## config.mk

```make
export PLATFORM = sky130hd
export DESIGN_NAME = screen_saver_bouncer
export DESIGN_NICKNAME = d
export VERILOG_FILES = /design/src/rtl/screen_saver_bouncer.sv
export SDC_FILE = /design/constraint.sdc
export NUM_CORES = 1
export LEC_CHECK = 0
export ABC_AREA = 0
export CORE_MARGIN = 8
export CORE_UTILIZATION = 45
export DETAILED_ROUTE_END_ITERATION = 8
export GPL_TIMING_DRIVEN = 0
export PLACE_DENSITY_LB_ADDON = 0.15
export SLEW_MARGIN = 10
export SYNTH_ARGS = -nofsm -noshare
export SYNTH_HDL_FRONTEND = slang
export SYNTH_SLANG_ARGS = --single-unit
export TNS_END_PERCENT = 20
```

## constraint.sdc

```tcl
create_clock -name clock25MHz -period 8 [get_ports clock25MHz]
set_input_delay 1.6 -clock clock25MHz [delete_from_list [all_inputs] [get_ports clock25MHz]]
set_output_delay 1.6 -clock clock25MHz [all_outputs]
set_load 0.005 [all_outputs]
```

## src/rtl/screen_saver_bouncer.sv

```systemverilog
// Bouncing square sprite for the screen-saver pattern: moves one step per prescaler tick,
// reflects off all four edges of the active area and cycles an 8-colour palette per bounce.
module screen_saver_bouncer #(
    parameter int H_ACTIVE     = 640,
    parameter int V_ACTIVE     = 480,
    parameter int BALL_HALF    = 10,
    parameter int PRESCALE_MAX = 65536,
    parameter int STEP_X       = 1,
    parameter int STEP_Y       = 1,
    parameter int START_X      = 100,
    parameter int START_Y      = 100
) (
    input  logic       clock25MHz,
    input  logic       reset,
    input  logic       enable,
    input  logic [9:0] x,
    input  logic [9:0] y,
    output logic [3:0] red,
    output logic [3:0] green,
    output logic [3:0] blue,
    output logic [9:0] ball_x,
    output logic [9:0] ball_y,
    output logic       bounce
);

    localparam int PW = $clog2(PRESCALE_MAX);
    localparam logic [PW-1:0] PRE_LAST = PW'(PRESCALE_MAX - 1);

    localparam logic [10:0] XMIN   = 11'(BALL_HALF);
    localparam logic [10:0] XMAX   = 11'(H_ACTIVE - 1 - BALL_HALF);
    localparam logic [10:0] YMIN   = 11'(BALL_HALF);
    localparam logic [10:0] YMAX   = 11'(V_ACTIVE - 1 - BALL_HALF);
    localparam logic [10:0] STEPX  = 11'(STEP_X);
    localparam logic [10:0] STEPY  = 11'(STEP_Y);
    localparam logic [10:0] HALF   = 11'(BALL_HALF);
    localparam logic [10:0] HACT   = 11'(H_ACTIVE);
    localparam logic [10:0] VACT   = 11'(V_ACTIVE);

    logic [PW-1:0] prescaler;
    logic          dir_x;        // 1 = moving towards larger coordinates
    logic          dir_y;
    logic [2:0]    colour_idx;
    logic          tick;
    logic [9:0]    nx, ny;
    logic          ndir_x, ndir_y;
    logic          hit_x, hit_y;
    logic          inside_p0;

    function automatic logic [11:0] palette(input logic [2:0] idx);
        case (idx)
            3'd0:    palette = 12'hFFF;
            3'd1:    palette = 12'hF00;
            3'd2:    palette = 12'h0F0;
            3'd3:    palette = 12'h00F;
            3'd4:    palette = 12'hFF0;
            3'd5:    palette = 12'h0FF;
            3'd6:    palette = 12'hF0F;
            default: palette = 12'hF80;
        endcase
    endfunction

    // One axis of motion; all compares are 11 bits wide so neither edge can wrap.
    function automatic void axis_step(
        input  logic [9:0]  pos,
        input  logic        dir,
        input  logic [10:0] lo,
        input  logic [10:0] hi,
        input  logic [10:0] step,
        output logic [9:0]  npos,
        output logic        ndir,
        output logic        hit
    );
        logic [10:0] pos_w;
        logic [10:0] sum;
        logic [10:0] diff;
        pos_w = {1'b0, pos};
        sum   = pos_w + step;
        diff  = pos_w - step;
        npos  = pos;
        ndir  = dir;
        hit   = 1'b0;
        if (dir) begin
            if (sum > hi) begin
                npos = hi[9:0];
                ndir = 1'b0;
                hit  = 1'b1;
            end else begin
                npos = sum[9:0];
            end
        end else begin
            if (pos_w < lo + step) begin
                npos = lo[9:0];
                ndir = 1'b1;
                hit  = 1'b1;
            end else begin
                npos = diff[9:0];
            end
        end
    endfunction

    always_comb begin
        tick   = enable && (prescaler == PRE_LAST);
        nx     = ball_x;
        ny     = ball_y;
        ndir_x = dir_x;
        ndir_y = dir_y;
        hit_x  = 1'b0;
        hit_y  = 1'b0;
        axis_step(ball_x, dir_x, XMIN, XMAX, STEPX, nx, ndir_x, hit_x);
        axis_step(ball_y, dir_y, YMIN, YMAX, STEPY, ny, ndir_y, hit_y);
    end

    // Stage p0: sprite hit test against the position held before this edge
    always_comb begin
        inside_p0 = ({1'b0, x} + HALF >= {1'b0, ball_x}) &&
                    ({1'b0, x} <= {1'b0, ball_x} + HALF) &&
                    ({1'b0, y} + HALF >= {1'b0, ball_y}) &&
                    ({1'b0, y} <= {1'b0, ball_y} + HALF) &&
                    ({1'b0, x} < HACT) && ({1'b0, y} < VACT);
    end

    // Stage p1: registered pixel plus motion state
    always_ff @(posedge clock25MHz) begin
        if (reset) begin
            prescaler  <= '0;
            ball_x     <= 10'(START_X);
            ball_y     <= 10'(START_Y);
            dir_x      <= 1'b1;
            dir_y      <= 1'b1;
            colour_idx <= 3'd0;
            bounce     <= 1'b0;
            red        <= 4'h0;
            green      <= 4'h0;
            blue       <= 4'h0;
        end else begin
            if (enable)
                prescaler <= tick ? '0 : prescaler + PW'(1);
            bounce <= tick && (hit_x || hit_y);
            if (tick) begin
                ball_x <= nx;
                ball_y <= ny;
                dir_x  <= ndir_x;
                dir_y  <= ndir_y;
                if (hit_x || hit_y)
                    colour_idx <= colour_idx + 3'd1;
            end
            {red, green, blue} <= inside_p0 ? palette(colour_idx) : 12'h000;
        end
    end

endmodule

```

==> flow_metrics.tcl <==
set metrics [dict create \
    die_x_um 116 \
    n_antenna_cell 0 \
    synth-xor-area-share_pct 12.3 \
    layoutNonFillerInstCount 767 \
    synth_ff_type "dfxtp_1" \
    comb_power_share_pct 13.0 \
    fmax_ghz 0.232 \
    ant_nets 0 \
    route.detailed.drc 0 \
    crit_path_end_kind "register" \
    cts_sinks 46 \
    setup.worst_path.class "input pin to register" \
    clockBufferDepth 2 \
    drive_gt1_share_pct 7.73 \
    cts_hold_buf 0 \
    internal_power_uw 387 \
    grt_max_degree 16 \
    dp_cells 759 \
    cts_setup_buffers 0 \
    setup_viol 0 \
    cp_max_fo 4 \
    path_clk_slew_ns 0.09 \
    clock_skew_ns 0.00594 \
    final_common_cell "nor2_1" \
    crit_required_ns 8.17 \
    grt_remaining_overflow 0 \
    h-tree-depth 2 \
    drt_iter0_markers 265 \
    wl_per_cell_um 15.7 \
    grt_pass1_wl_um 19700 \
    r2r_setup_slack_ns 5.06 \
    start_util_pct 46.2 \
    synthesis.nets 650 \
    p_total_uw 503 \
    yosysWarnings 0 \
    final_nets 712 \
    vias 4369 \
    maxSlewViolCount 0 \
    synthMuxAreaShare_pct 1.14 \
    synth-edff-count 0 \
    leakagePower_uw 0.00203 \
    seq_area_frac_synth_pct 20.5 \
    place_congestion 0.918 \
    synth-seq-cells 46 \
    clkLatencyLatePin_ns 0.30 \
    fin_area_um2 5350 \
    avgSynthCellArea_um2 7.87 \
    cts_made_buffers 5 \
    min_period_over_period_pct 53.9 \
    synthArstFlopShare_pct 0 \
    dieHeight_um 116 \
    startpoint "y[1]" \
    final_cell_mix "nor2_1 (57), ha_1 (56), clkdlybuf4s50_1 (55)" \
    hp-start "prescaler[1]$_SDFFE_PP0P_" \
    fin_crit_ns 4.31 \
    tightest_slew_ns 0.664 \
    yosys.area_share.simple_pct 22.2 \
    cts-resized-gates 0 \
    viasPerCell 5.70 \
    power_density_nw_per_um2 94.1 \
    antenna_found_initial 0 \
    syn_to_final_growth_pct 19.0 \
    io_buffers 55 \
    dieArea_um2 13400 \
    netSwitchingPower_uw 117 \
    ios 56 \
    grt.total_usage_pct 17.9 \
    relSlewSlack_pct 55.3 \
    tns_ns 0 \
    synth-adder-area-share_pct 15.6 \
    synth-compound-area-share_pct 21.0 \
    grt_pass1_vias 4127 \
    synth_area_um2 4490 \
    hold_viol_final 0 \
    post-route-util_pct 55.0 \
    p_clk_share_pct 41.2 \
    firstDrtPassIters 5 \
    drt_wl_total_um 12000 \
    ys_types 64 \
    ir_drop_mv 0.0930 \
    rows 36 \
    core_area_um2 9730 \
    switching_share_pct 23.2 \
    netlist_instances 571 \
    crit_arrival_ns 4.49 \
    postPlaceCellArea_um2 5210 \
    status "finished clean" \
    dp_hpwl_um 9630 \
    maxCapViolCount 0 \
    rsz0062_at_grt "no" \
    cts_tree "built" \
    cp-start-kind "input pin" \
    synth_top_family_by_area "simple AND/OR/NAND/NOR gates" \
    cts-root-buf "clkbuf_8" \
    seqPwrFrac_pct 45.8 \
    hold_path_class "register to register" \
    rr_startpoint "ball_x[1]$_SDFFE_PP0P_" \
]
## final timing paths
path,endpoint,cells past startpoint
setup reg to reg,red[2]$_SDFF_PP0_,11
setup / recovery,red[2]$_SDFF_PP0_,11
hold / removal,prescaler[1]$_SDFFE_PP0P_,2
hold reg to reg,prescaler[1]$_SDFFE_PP0P_,2
## metrics by stage
stage	hold slack, ns	setup WS, ns
final	0.498	3.69
after CTS	0.497	3.67
after detailed placement	0.485	3.37
after global routing	0.527	3.36
after global placement	0.479	3.38
after floorplan	0.462	4.38
## Yosys cell counts (3+ instances only)
| library cell | instances | area [um^2] |
|---|---|---|
| nor2_1 | 57 | 214 |
| ha_1 | 56 | 701 |
| dfxtp_1 | 46 | 921 |
| xnor2_1 | 46 | 403 |
| a21oi_1 | 34 | 170 |
| inv_1 | 33 | 124 |
| nand2_1 | 32 | 120 |
| o21ai_0 | 27 | 135 |
| nand4_1 | 19 | 119 |
| nand3_1 | 17 | 85.1 |
| xor2_1 | 17 | 149 |
| buf_2 | 15 | 75.1 |
| nor3_1 | 14 | 70.1 |
| clkbuf_1 | 12 | 45.0 |
| and3_1 | 9 | 56.3 |
| buf_4 | 9 | 67.6 |
| nor2b_1 | 9 | 56.3 |
| a21o_1 | 8 | 60.1 |
| nand2b_1 | 8 | 50.1 |
| o211ai_1 | 7 | 52.6 |
| a211oi_1 | 6 | 45.0 |
| nor4_1 | 6 | 37.5 |
| and4_1 | 5 | 43.8 |
| o2111ai_1 | 5 | 43.8 |
| o31ai_1 | 5 | 37.5 |
| or3_1 | 5 | 31.3 |
| a31oi_1 | 4 | 25.0 |
| a211o_1 | 3 | 26.3 |
| o21a_1 | 3 | 22.5 |
| o221ai_1 | 3 | 26.3 |
| o31a_1 | 3 | 26.3 |
## cells by family (layout without fill, tap and decap cells)
group | Yosys count | count (layout)
and+or+nand+nor | 192 | 192
adders and majority gates | 56 | 56
DFF | 46 | 46
xor gates and xnor gates | 63 | 63
muxes | 4 | 4
buffers and inverters | 72 | 135
AOI/OAI and AO/OA | 138 | 138
## final cells by class
class                           instances  area [um^2]
Multi-Input combinational cell        453         3240
Inverter                               35          131
Timing Repair Buffer                   55          551
Clock inverter                          3         68.8
Buffer                                 37          199
Clock buffer                            5         68.8
Fill cell                             963         4380
Tap cell                              133          166
Sequential cell                        46          921
## metal layers
metal | vias up | share of wire, % | global-route usage, %
li1 | 2177 | - | -
met1 | 2050 | 44 | 21.6
met2 | 124 | 49 | 32.3
met3 | 18 | 5.1 | 3.13
met4 | 0 | 1.7 | 3.54
met5 | - | 0 | 0
## flip-flops by register name, summed over array words and instances, names as in the netlist
name / flops
blue: 1
green: 2
ball_y: 10
prescaler: 16
dir_x: 1
red: 1
dir_y: 1
colour_idx: 3
bounce: 1
ball_x: 10
## power by group through the flow
stage / sequential (uW) / clock (uW) / combinational, uW
6_report: 231 / 208 / 65.2
5_1_grt: 231 / 224 / 73.3
4_1_cts: 231 / 213 / 65.4
3_5_place_dp: 236 / 0 / 64.7
3_3_place_gp: 236 / 0 / 63.3
2_1_floorplan: 236 / 0 / 36.8
## worst max-delay path, stage by stage
cell	delay (ns)
clkdlybuf4s50_1	0.49
ha_1	0.26
o21ai_0	0.40
nor2_1	0.12
xor2_1	0.16
ha_1	0.30
and4_1	0.23
o211ai_1	0.10
o211ai_1	0.18
o211ai_1	0.23
a2111oi_0	0.42
Power figures use the tool's default switching activity.
